--- config.mk ---
export PLATFORM = sky130hd
export DESIGN_NAME = mix_columns_seq
export DESIGN_NICKNAME = d
export VERILOG_FILES = /design/src/rtl/mix_columns_seq.sv
export SDC_FILE = /design/constraint.sdc
export NUM_CORES = 1
export LEC_CHECK = 0
export ABC_AREA = 1
export BUFFER_PORTS_ARGS = -buffer_cell sky130_fd_sc_hd__buf_2
export CAP_MARGIN = 10
export CORE_AREA = 2 2 214 153
export CTS_CLUSTER_SIZE = 10
export DETAILED_ROUTE_END_ITERATION = 10
export DIE_AREA = 0 0 216 155
export PLACE_DENSITY = 0.66
export SYNTH_ARGS = -nofsm -noshare
export SYNTH_HDL_FRONTEND = slang
export SYNTH_SLANG_ARGS = --single-unit
--- constraint.sdc ---
create_clock -name clk -period 1.8 [get_ports clk]
set_input_delay 0 -clock clk [delete_from_list [all_inputs] [get_ports clk]]
set_output_delay 0 -clock clk [all_outputs]
set_load 0.02 [all_outputs]
--- src/rtl/mix_columns_seq.sv ---
// AES MixColumns over a 128-bit state, COLS_PER_CYCLE columns per BUSY cycle; in_last passes the state through.
// Latency 4/COLS_PER_CYCLE+1 cycles (1 with in_last); result held in DONE until out_ready, in_ready low until then.
module mix_columns_seq #(
  parameter int COLS_PER_CYCLE = 1
) (
  input  logic         clk,
  input  logic         rst_n,
  input  logic         in_valid,
  output logic         in_ready,
  input  logic [127:0] in_data,
  input  logic         in_last,
  output logic         out_valid,
  input  logic         out_ready,
  output logic [127:0] out_data
);

  typedef enum logic [1:0] {
    IDLE = 2'd0,
    BUSY = 2'd1,
    DONE = 2'd2
  } state_t;

  localparam logic [2:0] STEP = 3'(COLS_PER_CYCLE);

  if (COLS_PER_CYCLE != 1 && COLS_PER_CYCLE != 2 && COLS_PER_CYCLE != 4) begin : g_bad_param
    $error("mix_columns_seq: COLS_PER_CYCLE must be 1, 2 or 4");
  end

  function automatic logic [7:0] xtime(input logic [7:0] x);
    return {x[6:0], 1'b0} ^ (x[7] ? 8'h1b : 8'h00);
  endfunction

  function automatic logic [31:0] mix_col(input logic [31:0] col);
    logic [7:0] a0, a1, a2, a3;
    logic [7:0] b0, b1, b2, b3;
    a0 = col[7:0];
    a1 = col[15:8];
    a2 = col[23:16];
    a3 = col[31:24];
    b0 = xtime(a0) ^ (xtime(a1) ^ a1) ^ a2 ^ a3;
    b1 = a0 ^ xtime(a1) ^ (xtime(a2) ^ a2) ^ a3;
    b2 = a0 ^ a1 ^ xtime(a2) ^ (xtime(a3) ^ a3);
    b3 = (xtime(a0) ^ a0) ^ a1 ^ a2 ^ xtime(a3);
    return {b3, b2, b1, b0};
  endfunction

  state_t       state_q, state_d;
  logic [1:0]   cnt_q, cnt_d;
  logic         last_q, last_d;
  logic [127:0] st_q, st_d;
  logic [127:0] mixed;
  logic [2:0]   cnt_sum;

  // All four columns are mixed combinationally; BUSY writes back only the window at cnt_q.
  always_comb begin
    mixed = '0;
    for (int c = 0; c < 4; c++) begin
      mixed[32*c +: 32] = mix_col(st_q[32*c +: 32]);
    end
  end

  assign cnt_sum = {1'b0, cnt_q} + STEP;

  always_comb begin
    state_d = state_q;
    cnt_d   = cnt_q;
    last_d  = last_q;
    st_d    = st_q;
    case (state_q)
      IDLE: begin
        if (in_valid) begin
          st_d    = in_data;
          last_d  = in_last;
          cnt_d   = 2'd0;
          state_d = in_last ? DONE : BUSY;
        end
      end
      BUSY: begin
        for (int c = 0; c < 4; c++) begin
          if (!last_q && 3'(c) >= {1'b0, cnt_q} && 3'(c) < cnt_sum) begin
            st_d[32*c +: 32] = mixed[32*c +: 32];
          end
        end
        cnt_d = cnt_sum[1:0];
        // Carry out of the counter marks the last column window.
        if (cnt_sum[2]) begin
          state_d = DONE;
        end
      end
      DONE: begin
        if (out_ready) begin
          state_d = IDLE;
        end
      end
      default: state_d = IDLE;
    endcase
  end

  always_ff @(posedge clk or negedge rst_n) begin
    if (!rst_n) begin
      state_q <= IDLE;
      cnt_q   <= 2'd0;
      last_q  <= 1'b0;
      st_q    <= '0;
    end else begin
      state_q <= state_d;
      cnt_q   <= cnt_d;
      last_q  <= last_d;
      st_q    <= st_d;
    end
  end

  assign in_ready  = (state_q == IDLE);
  assign out_valid = (state_q == DONE);
  assign out_data  = st_q;

endmodule

==> results of run 1 <==
worst max-delay path: stages, from the launching register on:
cell	delay (ns)
dfrtp_1	0.42
buf_4	0.16
ha_1	0.22
o21ai_0	0.19
o32ai_1	0.09
dlygate4sd3_1	0.56
flip-flops by register name (all words and copies together), names as in the netlist:
register  count
state_q       2
out_data    128
last_q        1
cnt_q         2
stage by stage:
stage | utilization [%] | hold slack (ns)
detailed placement | 50.0 | 0.0253
floorplan | - | -0.296
global route | 56.0 | 0.149
finish | 56.0 | 0.122
CTS | 56.0 | 0.120
global placement | 50.0 | 0.0276
layout make-up:
class	count	share of cell area (%)
well taps	427	3.01
clock buffers	22	2.62
repair buffers	449	18.1
flip-flops and latches	133	18.8
multi-input cells	2233	52.8
clock inverters	9	0.451
inverters	194	4.16
power by group through the flow:
stage / sequential (W) / combinational [W] / clock, W
after global placement: 0.00772 / 0.0276 / 0
after global routing: 0.00814 / 0.0331 / 0.00360
final: 0.00781 / 0.0291 / 0.00341
after CTS: 0.00773 / 0.0288 / 0.00348
after floorplan: 0.00782 / 0.0207 / 0
after detailed placement: 0.00777 / 0.0284 / 0
routing by layer:
metal	GRT usage (%)	share of wire [%]	wire, um	vias up
met4	8.58	2.5	1190	0
li1	-	-	-	8867
met2	44.9	44	21000	682
met5	0	0	0	-
met1	40.0	47	22300	7947
met3	4.20	7.2	3430	97
cells in the final DEF (no fill, tap or decap):
| master | instances |
|---|---|
| nand3_1 | 283 |
| clkbuf_8 | 2 |
| nand2_2 | 3 |
| o21ai_1 | 2 |
| bufinv_16 | 1 |
| clkinvlp_4 | 4 |
| clkinv_2 | 4 |
| o21ai_2 | 1 |
| nand3_2 | 2 |
| nand2_4 | 1 |
| a21o_1 | 5 |
| buf_4 | 40 |
| nand2_1 | 1525 |
| inv_1 | 187 |
| nand3b_1 | 20 |
| ha_1 | 4 |
| nor2_1 | 252 |
| ha_2 | 1 |
| buf_6 | 1 |
| clkbuf_16 | 17 |
| buf_2 | 261 |
| clkbuf_1 | 3 |
| dlygate4sd3_1 | 134 |
| inv_8 | 1 |
| nor3_2 | 1 |
| inv_4 | 1 |
| a21oi_1 | 30 |
| inv_2 | 4 |
| o21ai_0 | 19 |
| xnor2_1 | 31 |
| xor2_1 | 42 |
| clkinv_1 | 1 |
| o22ai_1 | 1 |
| buf_12 | 13 |
| o32ai_1 | 1 |
| or2_2 | 9 |
| dfrtp_1 | 133 |
final timing paths:
| kind | from | to | slack (ns) |
|---|---|---|---|
| setup / recovery | cnt_q[0]$_DFFE_PN0P_ | state_q[1]$_DFFE_PN0P_ | 0.05 |
| hold / removal | rst_n | out_data[74]$_DFFE_PN0P_ | 0.12 |
| setup reg to reg | cnt_q[0]$_DFFE_PN0P_ | state_q[1]$_DFFE_PN0P_ | 0.05 |
| hold reg to reg | out_data[14]$_DFFE_PN0P_ | out_data[14]$_DFFE_PN0P_ | 0.56 |
| max in group asynchronous | rst_n | out_data[72]$_DFFE_PN0P_ | 0.99 |
| min in group clk | in_data[58] | out_data[58]$_DFFE_PN0P_ | 0.42 |
cells in the mapped netlist:
master,number
o22ai_1,1
dfrtp_1,133
buf_2,81
nor2_1,252
ha_1,5
a21oi_1,30
o21ai_0,19
xnor2_1,31
nand3b_1,20
clkbuf_1,34
xor2_1,42
nand2_4,1
o21ai_1,2
nand2_1,1526
o21ai_2,1
or2_2,9
nand2_2,2
inv_2,4
nor3_2,1
inv_1,189
o32ai_1,1
buf_6,1
nand3_1,283
a21o_1,5
clkinv_1,1
nand3_2,2
what timing repair did:
item	in CTS	in global routing
setup buffers	0	2
setup endpoints to repair	0	51
hold buffers	134	0
hold endpoints to repair	218	0
resized for setup	0	5
cells by family after synthesis:
group | after synthesis | share of synthesized area (%)
and+or+nand+nor | 2096 | 59.8
buffers and inverters | 310 | 9.11
DFF | 133 | 23.8
xor gates and xnor gates | 73 | 4.58
AOI/OAI and AO/OA | 59 | 2.27
adders and majority gates | 5 | 0.448
==> flow_metrics.tcl, run 1 <==
set metrics [dict create \
    dp_hpwl_mm 34.8 \
    antenna_found_initial 0 \
    gp_congestion 0.897 \
    wire_per_inst_um 13.8 \
    hold_violations 0 \
    setup_tns_ns 0 \
    p_comb_share_pct 72.2 \
    portBuffers 262 \
    ios 263 \
    syn_inst 2676 \
    ant_nets 0 \
    dp_cells 3300 \
    rows 55 \
    crit_path_end_kind "flip-flop" \
    drtIter0Drc 1578 \
    grt_pass1_wl_mm 78.0 \
    clockBufferDepth 2 \
    synth_fp_nets 2814 \
    tightest_slew_ns 0.622 \
    powerDensity_nw_per_um2 2270 \
    status "finished clean" \
    path_class "flip-flop to flip-flop" \
    clockRootBuffer "clkbuf_16" \
    finalClockSkew_ns 0.0127 \
    gr-usage-all-layers_pct 28.4 \
    seq_power_share_pct 19.4 \
    maxCapViolations 0 \
    hp-class "input pin to async pin" \
    yosys.area.top_type "nand2_1" \
    gr-total-overflow 0 \
    ys_types 26 \
    layout.cells.non_filler 3467 \
    core-area_um2 31700 \
    startpoint_type "flip-flop" \
    die_w_um 216 \
    crit_arrival_ns 2.08 \
    synth-seq-cells 133 \
    clkPwrFrac_pct 8.5 \
    cts_tree "built" \
    htreeDepth 4 \
    dp_slack_ns 0.0807 \
    yosys_warnings 0 \
    seqCellArea_um2 3330 \
    grt_pass1_vias 15700 \
    crit_required_ns 2.13 \
    worstRegToRegCells 5 \
    fillCellCount 3267 \
    wl_mm 47.9 \
    fin_ws_ns 0.0462 \
    diodes 0 \
    swShare_pct 58.7 \
    layout.nets 3166 \
    design_area_um2 17700 \
    die_h_um 155 \
    fmax_mhz 570 \
    cts_buffers 17 \
    drv_slew 0 \
    vias 17600 \
    synth_top_area_share_pct 41.0 \
    ys_seq_area_share_pct 23.8 \
    drive_gt1_share_pct 12.1 \
    syn2layout_area_growth_pct 27.0 \
    grt_max_degree 72 \
    multi_input_area_um2 9370 \
    start_util_pct 44.1 \
    syn_avg_cell_area_um2 5.22 \
    clock_sinks 133 \
    netSwitchingPower_w 0.0237 \
    synth_area_um2 14000 \
    peakVddDrop_mv 0.917 \
    dpl_cell_area_um2 15800 \
    vias_per_cell 5.07 \
    relSlewSlack_pct 58.5 \
    synth_area_leaders "nand2_1 41%, dfrtp_1 24%, nand3_1 10%" \
    setup_viol 0 \
    post-route-drc-count 0 \
    worst-path-max-fanout 4 \
    total_leakage_power_nw 10.5 \
    die_area_um2 33500 \
    insertion_delay_ns 0.45 \
    fin_crit_ns 1.75 \
    p_total_w 0.0403 \
    min_period_over_period_pct 97.4 \
    p_int_w 0.0166 \
    dr.pass1.iters 6 \
    clk_pin_slew_worst_paths_ns 0.06 \
]
Power figures use the tool's default switching activity.
==> run 2: changes to the inputs <==
- ABC_AREA: 1 -> not set
- CORE_AREA: 2 2 214 153 -> 2 2 180 129
- DIE_AREA: 0 0 216 155 -> 0 0 182 131
- PLACE_DENSITY: 0.66 -> 0.7
==> run 2 against run 1 <==
Net effect:
- flip-flop and latch count unchanged
- wire length is 34% lower
- hold slack worse by 0.016 ns
- the run now ends with setup timing left
- clock-buffer cell count shrank 4
==> flow_metrics.tcl, run 2 <==
set metrics [dict create \
    timing.rr.end "out_data[58]$_DFFE_PN0P_" \
    diodes 0 \
    crit_arrival_ns 2.17 \
    crit_path_end_kind "flip-flop" \
    grt_max_degree 46 \
    synth_top_family_by_area "XOR/XNOR gates" \
    rsz0062_at_grt "true" \
    vias_per_cell 5.31 \
    cts_buffers 17 \
    synth_area_leaders "dfrtp_1 34%, xnor2_1 30%, xor2_1 8.7%" \
    path_class "flip-flop to flip-flop" \
    use_met3_pct 5.02 \
    gr-usage-all-layers_pct 26.0 \
    r2r_start "cnt_q[0]$_DFFE_PN0P_" \
    fin_crit_ns 1.88 \
    core-area_um2 22200 \
    ios 263 \
    wire_per_inst_um 17.9 \
    syn2layout_area_growth_pct 46.8 \
    finalClockSkew_ns 0.0137 \
    clk_pin_slew_worst_paths_ns 0.06 \
    synth.most_common_cell "xnor2_1" \
    fmax_mhz 533 \
    r2r_slack_ns -0.08 \
    cts_tree "built" \
    use_met1_pct 36.0 \
    synth_top_area_share_pct 33.7 \
    die_h_um 131 \
    ys_seq_area_share_pct 33.7 \
    min_period_over_period_pct 104 \
    largest_register_ffs 128 \
    synth_area_um2 9860 \
    drv_slew 0 \
    vias 9451 \
    hold_violations 0 \
    ys_types 35 \
    die_area_um2 23800 \
    maxCapViolations 0 \
    portBuffers 262 \
    die_w_um 182 \
    grt_pass1_vias 9451 \
    yosys.area.top_type "dfrtp_1" \
    wl_mm 31.8 \
    clockBufferDepth 2 \
    clock_sinks 133 \
    drive_gt1_share_pct 29.2 \
    insertion_delay_ns 0.42 \
    synth-simple-area-share_pct 11.8 \
    worst-path-max-fanout 13 \
    dp_hpwl_mm 21.3 \
    gp_congestion 0.862 \
    yosys_most_used_dff "dfrtp_1" \
    synth-seq-cells 133 \
    synth_mux_area_share_pct 0.114 \
    syn_avg_cell_area_um2 9.64 \
    crit_required_ns 2.10 \
    setup_tns_ns -1.81 \
    relSlewSlack_pct 66.8 \
    design_area_um2 14500 \
    hp-class "input pin to async pin" \
    use_met2_pct 42.6 \
    top_usage_layer "met2" \
    fin_util_pct 65.2 \
    final_common_cell "xnor2_1" \
    start_util_pct 44.4 \
    htreeDepth 4 \
    drtIter0Drc 607 \
    rows 46 \
    synth-edff-count 0 \
    multi_input_area_um2 6410 \
    tightest_slew_ns 0.494 \
    violations "setup timing" \
    dpl_cell_area_um2 12100 \
    startpoint_type "flip-flop" \
    clockRootBuffer "clkbuf_16" \
    synth_fp_nets 1161 \
    fillCellCount 1778 \
    mostFrequentLayoutCells "333 x xnor2_1, 261 x buf_2, 132 x dfrtp_1, 132 x dlygate4sd3_1, 106 x nand2_1" \
    gr-total-overflow 0 \
    ant_nets 0 \
    post-route-drc-count 0 \
    synth-compound-area-share_pct 12.0 \
    synth_xor_area_share_pct 38.6 \
    dr.pass1.iters 5 \
    setup_viol 40 \
    syn_inst 1023 \
    layout.nets 1618 \
    whs_ns 0.105 \
    grt_pass1_wl_mm 49.3 \
    worstRegToRegCells 5 \
    synth_common_cells "333 x xnor2_1, 133 x dfrtp_1, 114 x nand2_1, 98 x xor2_1, 52 x and3_1" \
    synth_fa_ha_area_share_pct 0.634 \
    antenna_found_initial 0 \
    status "finished, violations left" \
    synthArstFlopShare_pct 100 \
    seqCellArea_um2 3330 \
    yosys_warnings 0 \
    fin_ws_ns -0.0756 \
]
==> run 2: kinds of logic after synthesis <==
family	after synthesis
compound gates	140
xor+xnor	433
fa+ha+maj	5
buf+inv	72
flops	133
mux	1
simple gates	239
==> run 2: worst max-delay path by stage <==
| stage | start | endpoint | slack, ns | cells past startpoint |
|---|---|---|---|---|
| after global placement | cnt_q[0]$_DFFE_PN0P_ | out_data[37]$_DFFE_PN0P_ | -0.07 | 5 |
| after floorplan | cnt_q[0]$_DFFE_PN0P_ | out_data[50]$_DFFE_PN0P_ | -0.18 | 6 |
| after detailed placement | cnt_q[0]$_DFFE_PN0P_ | out_data[62]$_DFFE_PN0P_ | -0.12 | 5 |
| final | cnt_q[0]$_DFFE_PN0P_ | out_data[58]$_DFFE_PN0P_ | -0.08 | 5 |
| after CTS | cnt_q[0]$_DFFE_PN0P_ | out_data[50]$_DFFE_PN0P_ | -0.07 | 5 |
| after global routing | cnt_q[0]$_DFFE_PN0P_ | out_data[58]$_DFFE_PN0P_ | -0.13 | 5 |
==> run 2: timing repair <==
| item | 4_1_cts | 5_1_grt |
|---|---|---|
| gates cloned | 2 | 4 |
| pin swaps | 0 | 7 |
| hold buffers | 132 | 0 |
| buffers inserted | 1 | 5 |
| endpoints found under the hold margin | 264 | 0 |
| setup endpoints to repair | 44 | 124 |
| resized for setup | 6 | 51 |
==> run 2: final cells by class <==
type	instances	share of cell area (%)
inverters	6	0.156
clock inverters	12	1.59
multi-input cells	820	44.2
flip-flops and latches	133	23.0
repair buffers	502	25.6
well taps	288	2.49
clock buffers	18	2.96
==> run 2: per-layer routing <==
metal | part of all wire, % | routed length [um] | vias to the layer above
met2 | 45 | 14500 | 415
met5 | 0 | 0 | -
li1 | - | - | 4421
met4 | 0.99 | 315 | 0
met3 | 7.7 | 2440 | 29
met1 | 46 | 14600 | 4586
==> run 2: per-stage QoR <==
step	worst slack (ns)	cells
final	-0.0756	1779
after floorplan	-0.183	1023
after global placement	-0.0668	1605
after detailed placement	-0.119	1605
after CTS	-0.0678	1770
after global routing	-0.134	1779
==> run 2: critical path: stages (launching register included) <==
cell     delay (ns)
dfrtp_1        0.36
inv_2          0.06
ha_4           0.16
or4b_4         0.54
o21a_4         0.29
a221o_1        0.35
Power of run 2 is left out: the tool's default activity adds up to more than one toggle a clock period on the data nets, which glitch-free logic cannot reach.
